## src/rtl/axi_lite_reg_responder.sv

```systemverilog
// AXI4-Lite register block: ID, SCRATCH, GPIO_OUT, GPIO_IN and an optional free-running CYCLE counter.
// Define AXI_LITE_REG_RESPONDER_CYCLE_EN to build the CYCLE counter at offset 0x10.
module axi_lite_reg_responder #(
    parameter int          ADDR_WIDTH = 16,
    parameter logic [31:0] ID_VALUE   = 32'h56455230
) (
    input  logic                  clk,
    input  logic                  resetn,
    input  logic [ADDR_WIDTH-1:0] s_axi_awaddr,
    input  logic [2:0]            s_axi_awprot,
    input  logic                  s_axi_awvalid,
    output logic                  s_axi_awready,
    input  logic [31:0]           s_axi_wdata,
    input  logic [3:0]            s_axi_wstrb,
    input  logic                  s_axi_wvalid,
    output logic                  s_axi_wready,
    output logic [1:0]            s_axi_bresp,
    output logic                  s_axi_bvalid,
    input  logic                  s_axi_bready,
    input  logic [ADDR_WIDTH-1:0] s_axi_araddr,
    input  logic [2:0]            s_axi_arprot,
    input  logic                  s_axi_arvalid,
    output logic                  s_axi_arready,
    output logic [31:0]           s_axi_rdata,
    output logic [1:0]            s_axi_rresp,
    output logic                  s_axi_rvalid,
    input  logic                  s_axi_rready,
    input  logic [15:0]           gpio_i,
    output logic [15:0]           gpio_o,
    output logic [1:0]            o_dbg_wr_state,
    output logic                  o_dbg_rd_state
);

    // Handshake rule on every channel: a beat transfers on the rising edge where
    // valid and ready are both 1; a source holds valid and payload until then.

    localparam logic [1:0] RESP_OKAY   = 2'b00;
    localparam logic [1:0] RESP_SLVERR = 2'b10;

    localparam logic [2:0] IDX_ID       = 3'd0;
    localparam logic [2:0] IDX_SCRATCH  = 3'd1;
    localparam logic [2:0] IDX_GPIO_OUT = 3'd2;
    localparam logic [2:0] IDX_GPIO_IN  = 3'd3;
`ifdef AXI_LITE_REG_RESPONDER_CYCLE_EN
    localparam logic [2:0] IDX_CYCLE    = 3'd4;
`endif

    typedef enum logic [1:0] {
        WR_IDLE   = 2'd0,
        WR_WAIT_W = 2'd1,
        WR_WAIT_A = 2'd2,
        WR_RESP   = 2'd3
    } wr_state_t;

    typedef enum logic {
        RD_IDLE = 1'b0,
        RD_DATA = 1'b1
    } rd_state_t;

    wr_state_t   r_wr_state;
    wr_state_t   w_wr_next;
    rd_state_t   r_rd_state;
    rd_state_t   w_rd_next;

    logic [2:0]  r_aw_idx;
    logic [31:0] r_wdata;
    logic [3:0]  r_wstrb;
    logic [1:0]  r_bresp;
    logic [31:0] r_rdata;
    logic [1:0]  r_rresp;

    logic [31:0] r_scratch;
    logic [15:0] r_gpio_out;
    logic [15:0] r_gpio_s1;
    logic [15:0] r_gpio_s2;

    logic        w_awready;
    logic        w_wready;
    logic        w_commit;
    logic        w_lat_addr;
    logic        w_lat_data;
    logic [2:0]  w_wr_idx;
    logic [31:0] w_wr_data;
    logic [3:0]  w_wr_strb;
    logic        w_wr_ok;

    logic        w_ar_capture;
    logic [31:0] w_rd_data;
    logic [1:0]  w_rd_resp;

    // Protection bits and address bits outside [4:2] carry no meaning here.
    logic        w_unused;
    assign w_unused = ^{s_axi_awprot, s_axi_arprot,
                        s_axi_awaddr[ADDR_WIDTH-1:5], s_axi_awaddr[1:0],
                        s_axi_araddr[ADDR_WIDTH-1:5], s_axi_araddr[1:0]};

    // ---------------- write channel ----------------
    always_comb begin
        w_wr_next  = r_wr_state;
        w_awready  = 1'b0;
        w_wready   = 1'b0;
        w_commit   = 1'b0;
        w_lat_addr = 1'b0;
        w_lat_data = 1'b0;
        w_wr_idx   = s_axi_awaddr[4:2];
        w_wr_data  = s_axi_wdata;
        w_wr_strb  = s_axi_wstrb;
        case (r_wr_state)
            WR_IDLE: begin
                w_awready = 1'b1;
                w_wready  = 1'b1;
                if (s_axi_awvalid && s_axi_wvalid) begin
                    w_commit  = 1'b1;
                    w_wr_next = WR_RESP;
                end else if (s_axi_awvalid) begin
                    w_lat_addr = 1'b1;
                    w_wr_next  = WR_WAIT_W;
                end else if (s_axi_wvalid) begin
                    w_lat_data = 1'b1;
                    w_wr_next  = WR_WAIT_A;
                end
            end
            WR_WAIT_W: begin
                w_wready = 1'b1;
                w_wr_idx = r_aw_idx;
                if (s_axi_wvalid) begin
                    w_commit  = 1'b1;
                    w_wr_next = WR_RESP;
                end
            end
            WR_WAIT_A: begin
                w_awready = 1'b1;
                w_wr_data = r_wdata;
                w_wr_strb = r_wstrb;
                if (s_axi_awvalid) begin
                    w_commit  = 1'b1;
                    w_wr_next = WR_RESP;
                end
            end
            WR_RESP: begin
                if (s_axi_bready) begin
                    w_wr_next = WR_IDLE;
                end
            end
            default: w_wr_next = WR_IDLE;
        endcase
    end

    assign w_wr_ok = (w_wr_idx == IDX_SCRATCH) || (w_wr_idx == IDX_GPIO_OUT);

    always_ff @(posedge clk) begin
        if (!resetn) begin
            r_wr_state <= WR_IDLE;
            r_aw_idx   <= 3'd0;
            r_wdata    <= 32'd0;
            r_wstrb    <= 4'd0;
            r_bresp    <= RESP_OKAY;
            r_scratch  <= 32'd0;
            r_gpio_out <= 16'd0;
        end else begin
            r_wr_state <= w_wr_next;
            if (w_lat_addr) begin
                r_aw_idx <= s_axi_awaddr[4:2];
            end
            if (w_lat_data) begin
                r_wdata <= s_axi_wdata;
                r_wstrb <= s_axi_wstrb;
            end
            if (w_commit) begin
                r_bresp <= w_wr_ok ? RESP_OKAY : RESP_SLVERR;
                for (int b = 0; b < 4; b++) begin
                    if (w_wr_strb[b] && (w_wr_idx == IDX_SCRATCH)) begin
                        r_scratch[b*8 +: 8] <= w_wr_data[b*8 +: 8];
                    end
                end
                for (int b = 0; b < 2; b++) begin
                    if (w_wr_strb[b] && (w_wr_idx == IDX_GPIO_OUT)) begin
                        r_gpio_out[b*8 +: 8] <= w_wr_data[b*8 +: 8];
                    end
                end
            end
        end
    end

    // Ready is forced low while reset is applied so nothing is accepted then.
    assign s_axi_awready = w_awready & resetn;
    assign s_axi_wready  = w_wready & resetn;
    assign s_axi_bvalid  = (r_wr_state == WR_RESP);
    assign s_axi_bresp   = r_bresp;
    assign gpio_o        = r_gpio_out;

    // ---------------- GPIO input synchronizer ----------------
    always_ff @(posedge clk) begin
        if (!resetn) begin
            r_gpio_s1 <= 16'd0;
            r_gpio_s2 <= 16'd0;
        end else begin
            r_gpio_s1 <= gpio_i;
            r_gpio_s2 <= r_gpio_s1;
        end
    end

    // ---------------- optional cycle counter ----------------
`ifdef AXI_LITE_REG_RESPONDER_CYCLE_EN
    logic [31:0] r_cycle;

    always_ff @(posedge clk) begin
        if (!resetn) begin
            r_cycle <= 32'd0;
        end else begin
            r_cycle <= r_cycle + 32'd1;
        end
    end
`endif

    // ---------------- read channel ----------------
    // The mux sees register values from before this edge, so a read racing a
    // write to the same register returns the old contents.
    always_comb begin
        w_rd_data = 32'd0;
        w_rd_resp = RESP_OKAY;
        case (s_axi_araddr[4:2])
            IDX_ID:       w_rd_data = ID_VALUE;
            IDX_SCRATCH:  w_rd_data = r_scratch;
            IDX_GPIO_OUT: w_rd_data = {16'd0, r_gpio_out};
            IDX_GPIO_IN:  w_rd_data = {16'd0, r_gpio_s2};
`ifdef AXI_LITE_REG_RESPONDER_CYCLE_EN
            IDX_CYCLE:    w_rd_data = r_cycle;
`endif
            default: begin
                w_rd_data = 32'd0;
                w_rd_resp = RESP_SLVERR;
            end
        endcase
    end

    always_comb begin
        w_rd_next    = r_rd_state;
        w_ar_capture = 1'b0;
        case (r_rd_state)
            RD_IDLE: begin
                if (s_axi_arvalid) begin
                    w_ar_capture = 1'b1;
                    w_rd_next    = RD_DATA;
                end
            end
            RD_DATA: begin
                if (s_axi_rready) begin
                    w_rd_next = RD_IDLE;
                end
            end
            default: w_rd_next = RD_IDLE;
        endcase
    end

    always_ff @(posedge clk) begin
        if (!resetn) begin
            r_rd_state <= RD_IDLE;
            r_rdata    <= 32'd0;
            r_rresp    <= RESP_OKAY;
        end else begin
            r_rd_state <= w_rd_next;
            if (w_ar_capture) begin
                r_rdata <= w_rd_data;
                r_rresp <= w_rd_resp;
            end
        end
    end

    assign s_axi_arready  = (r_rd_state == RD_IDLE) & resetn;
    assign s_axi_rvalid   = (r_rd_state == RD_DATA);
    assign s_axi_rdata    = r_rdata;
    assign s_axi_rresp    = r_rresp;

    assign o_dbg_wr_state = r_wr_state;
    assign o_dbg_rd_state = r_rd_state;

endmodule

```

## config.mk

```make
export PLATFORM = sky130hd
export DESIGN_NAME = axi_lite_reg_responder
export DESIGN_NICKNAME = d
export VERILOG_FILES = /design/src/rtl/axi_lite_reg_responder.sv
export SDC_FILE = /design/constraint.sdc
export NUM_CORES = 1
export LEC_CHECK = 0
export ABC_AREA = 1
export BUFFER_PORTS_ARGS = -buffer_cell sky130_fd_sc_hd__buf_2
export CAP_MARGIN = 40
export CORE_UTILIZATION = 33
export DETAILED_ROUTE_END_ITERATION = 12
export GPL_ROUTABILITY_DRIVEN = 0
export HOLD_SLACK_MARGIN = 0.06
export PLACE_DENSITY = 0.6
export SETUP_SLACK_MARGIN = 0.15
export SKIP_CTS_REPAIR_TIMING = 1
export SLEW_MARGIN = 20
export SYNTH_ARGS = -nofsm -noshare
export SYNTH_HDL_FRONTEND = slang
export SYNTH_SLANG_ARGS = --single-unit
```

## constraint.sdc

```tcl
create_clock -name clk -period 4.96 [get_ports clk]
set_clock_uncertainty 0.05 [all_clocks]
set_input_delay 0.992 -clock clk [delete_from_list [all_inputs] [get_ports clk]]
set_output_delay 0.992 -clock clk [all_outputs]
set_load 0.005 [all_outputs]
```

# After elaboration in Yosys (flattened, before gate mapping)
# Index checks and enable logic that the tools add are counted.
[op_classes] n_mux=28 eq_ne=12 bitwise=4 n_reduce_logical=20
[op_table] op="case mux 32 bit (4 select lines)" count=1
[op_table] op="2-to-1 mux 32 bit" count=1
[op_table] op="2-to-1 mux 2 bit" count=8
[op_table] op="2-to-1 mux 1 bit" count=13
[op_table] op="AND reduction 2 bit" count=6
[op_table] op="equality test 3 x 2 -> 1 bit (second input constant)" count=3
[op_table] op="case mux 2 bit (4 select lines)" count=1
[op_table] op="logical AND 1 bit" count=7
[op_table] op="equality test 3 x 1 -> 1 bit (second input constant)" count=2
[op_table] op="equality test 2 bit (second input constant)" count=2
[op_table] op="2-to-1 mux 4 bit" count=1
[op_table] op="!= test 2 bit (second input constant)" count=2
[op_table] op="!= test 4 bit (second input constant)" count=1
[op_table] op="AND reduction 4 bit" count=1
[op_table] op="OR reduction 2 bit" count=2
[op_table] op="OR reduction 4 bit" count=1
[op_table] op="AND 1 bit" count=3
[op_table] op="logical NOT 3 bit" count=1
[op_table] op="2-to-1 mux 3 bit" count=1
[op_table] op="case mux 1 bit (3 select lines)" count=1
[op_table] op="equality test 2 x 1 -> 1 bit (second input constant)" count=1
[op_table] op="logical NOT 2 bit" count=1
[op_table] op="!= test 2 x 1 -> 1 bit (second input constant)" count=1
[op_table] op="case mux 1 bit (2 select lines)" count=1
[op_table] op="2 further kinds" count=2
[totals] elab_cells=80 reg_bits=158

# Longest topological paths before layout
[depth] depth_word=5 ltp_mapped=11

# Worst setup path before layout
# No wires, ideal clock.
[synth_timing] path_type="input to output" from="in resetn" to="out s_axi_awready" t_required_ns=3.918 t_arrival_ns=1.378 path_slack_ns=2.540 stages=3 path_buffers=1 path_cell_list="inv_1 > clkbuf_1 > a21oi_1"
[synth_between] elab_chain_len=1
[synth_rtl] element="start: declaration" line_no="8" source="input logic resetn,"
[synth_rtl] element="AND 1 bit" line_no="186" source="assign s_axi_awready = w_awready & resetn;"
[synth_rtl] element="end: declaration" line_no="12" source="output logic s_axi_awready,"
# Every way passes these cells.

# Worst setup path in the final report
[layout_timing] from="reg r_wr_state[0], in the netlist o_dbg_wr_state[0]" to="out s_axi_awready"
[layout_between] elab_chain_len=4 word_cells_on_any_way=5
[layout_rtl] element="start: declaration" line_no="60" source="wr_state_t r_wr_state;"
[layout_rtl] element="start signal: assignment" line_no="161" source="r_wr_state <= w_wr_next;"
[layout_rtl] element="equality test 2 bit or logical NOT 2 bit (tied branches)" line_no="108" source="case (r_wr_state)"
[layout_rtl] element="OR reduction 2 bit (no source line) *"
[layout_rtl] element="2-to-1 mux 1 bit *" line_no="108"
[layout_rtl] element="AND 1 bit *" line_no="186"
# Mark *: on every way between the ends. The rest lies on a longest branch, timed or not.

==> metrics.yaml <==
cts_made_buffers: 17
cts_tree: "yes"
yosysTopAreaCell: "sky130_fd_sc_hd__dfxtp_1"
worstPathArrival_ns: 2.17
synth_seq_area_share_pct: 47.3
initial_standard_cell_utilization_of_the_core_pct: 33.8
fmaxAchievable_ghz: 0.311
peakVddDrop_mv: 0.185
fill_cells: 2122
run_status: "completed"
yosys_register_bits: 156
count_of_antenna_diodes_in_the_layout: 0
detail_route.drc_violations: 0
mostFrequentLayoutCell: "sky130_fd_sc_hd__nand2_1"
power.density_cell_area_nw_per_um2: 459
hold_start: "r_gpio_s1[0]"
worstMarginPinSlew_ns: 0.744
most-common-layout-cells: "sky130_fd_sc_hd__nand2_1 (214), sky130_fd_sc_hd__nor2_1 (171), sky130_fd_sc_hd__dfxtp_1 (156), sky130_fd_sc_hd__buf_2 (121), sky130_fd_sc_hd__nand3_1 (67)"
rows: 51
die-height_um: 143
startpoint_type: "register"
cts_max_path_buffers: 2
design.final.nets: 1102
yosys.cell_types.count: 26
setup_repair_after_global_routing_missed_its_margin: "no"
r2r_setup_slack_ns: 2.20
layout_setup_ws_ns: 1.75
path_max_fanout: 34
first_global_vias: 5094
drtPass1Iterations: 5
die-width_um: 143
grt_pass1_wl_mm: 27.2
detailed_place_hpwl_mm: 12.1
ios: 157
area_taken_by_multi_input_logic_gates_um2: 3030
worst_path_max_delay_cell: "sky130_fd_sc_hd__buf_4"
setup_tns_ns: 0
flow.area_growth_from_synthesis_pct: 21.2
layout-drive-gt1-share_pct: 18.1
total_leakage_power_uw: 0.00365
final_antenna_net_count: 0
synth_top_area_share_pct: 47.3
timing.rr.start: "o_dbg_wr_state[0]"
drt-total-wl_mm: 17.3
crit_path_cell_trace: "inv_1 > ha_2 > buf_4 > inv_2 > a21oi_1 > buf_2"
drt_first_iter_violations: 406
overflow: 0
critical_path.top_delay_family: "buffers and inverters"
clkLatencyLatePin_ns: 0.43
crit_share_post_route_pct: 64.7
cp.required_ns: 3.92
yosysWarningCount: 0
die_area_um2: 20600
io_buffer_count: 122
min_path_cells: 2
sequential_cell_area_um2: 3120
period_minus_slack_ns: 3.21
postSynthCellCount: 900
cts_sinks: 156
setup_viol: 0
hold-path-endpoint: "r_gpio_s2[0]"
initial_antenna_violation_count: 4
finalInstanceArea_um2: 8000
routed_via_density: 4.54
clock_tree.root_cell: "sky130_fd_sc_hd__clkbuf_16"
final-hold-violation-count: 0
critPathCaptureType: "output pin"
maxCapViolCount: 0
routed_wire_length_per_instance_um: 13.5
mappedNetlistArea_um2: 6600
worstSetupPathType: "register to output pin"
timing.reg2reg.worst_path_depth: 10
cts.htree.levels: 4
hold_class: "register to register"
post_synth.cell_area_avg_um2: 7.33
max_stage_delay_ns: 0.50
slew_violations: 0
vias: 5795
coreArea_um2: 19500
hold_worst_slack_ns: 0.361
place_ws_ns: 1.90
relSlewSlack_pct: 50.4
ys_top_cells_by_area: "sky130_fd_sc_hd__dfxtp_1 (47%), sky130_fd_sc_hd__nand2_1 (12%), sky130_fd_sc_hd__nor2_1 (9.8%)"
pin_count_of_the_biggest_net_entering_global_routing: 82
groute.usage.overall_pct: 17.4
critPathBufInv: 4
dpl-instance-area_um2: 7360
cts_clock_pin_slew_for_the_worst_setup_and_hold_paths_ns: 0.06
r2r_end: "r_scratch[31]"
==> cell families (layout without fill, tap and decap cells) <==
kind of cell	count (synthesis)	after routing	share of synthesized area, %
buffers and inverters	109	219	6.94
multiplexers	32	32	4.85
AND/OR/NAND/NOR	496	496	32.1
flip-flops	156	156	47.3
AO/OA/AOI/OAI	100	100	7.60
other	1	2	0.0568
adder cells (fa/ha/maj)	6	6	1.14
==> tightest hold or removal path, cell delays in order, from the launching register on <==
cell and delay (ns):
sky130_fd_sc_hd__dfxtp_1 0.30, sky130_fd_sc_hd__nand2_1 0.04, sky130_fd_sc_hd__inv_1 0.04
==> report_power, final <==
part / switching, µW / leakage, µW / internal [µW]
Combinational: 565 / 0.00207 / 285
Clock: 492 / 0.000304 / 893
Sequential: 64.2 / 0.00127 / 1370
Total: 1120 / 0.00365 / 2550
==> registers in the layout (all words and copies together) (netlist names) <==
signal and count:
r_gpio_s1 16, s_axi_bresp 1, gpio_o 16, r_aw_idx 3, s_axi_rdata 32, r_scratch 32
o_dbg_wr_state 2, r_gpio_s2 16, r_wdata 32, r_wstrb 4, s_axi_rresp 1, o_dbg_rd_state 1
==> synthesized netlist by cell type (all sizes together) <==
library cell,number
a21oi,42
buf,26
clkbuf,24
clkinv,1
conb,1
dfxtp,156
ha,6
inv,58
mux2i,32
nand2,216
nand3,72
nand4,22
nor2,185
nor3,1
o21ai,57
o22ai,1
==> stage by stage <==
| step | util, % | std cells | total power (µW) |
|---|---|---|---|
| 6_report | 41.0 | 1276 | 3670 |
| 5_1_grt | 41.0 | 1276 | 3880 |
| 4_1_cts | 40.9 | 1275 | 3710 |
| 3_5_place_dp | 37.7 | 1244 | 2320 |
| 3_3_place_gp | 37.7 | 1244 | 2310 |
| 2_1_floorplan | - | 901 | 2110 |
==> cell type report <==
| type | instances | share of cell area (%) |
|---|---|---|
| sequential | 156 | 39.0 |
| tap | 265 | 4.15 |
| timing repair buffer | 129 | 8.32 |
| clock buffer | 25 | 6.20 |
| inverter | 59 | 2.77 |
| clock inverter | 6 | 1.66 |
| multi-input combinational | 636 | 37.9 |
==> worst max path at each step <==
stage	cells past startpoint	slack, ns	start	endpoint
global route	6	1.58	o_dbg_wr_state[0]	s_axi_awready
CTS	6	1.71	o_dbg_wr_state[0]	s_axi_awready
global placement	5	1.90	resetn	s_axi_awready
finish	6	1.75	o_dbg_wr_state[0]	s_axi_awready
detailed placement	5	1.90	resetn	s_axi_wready
floorplan	3	2.54	resetn	s_axi_awready
==> routing by layer <==
| layer | global-route usage (%) | share of wire (%) | wire, µm |
|---|---|---|---|
| met3 | 5.53 | 7.1 | 1230 |
| met5 | 0 | 0.23 | 39 |
| met2 | 24.3 | 41 | 7150 |
| met1 | 24.5 | 49 | 8540 |
| met4 | 6.66 | 1.7 | 300 |
Note: power is estimated with default switching activity, not from simulation.
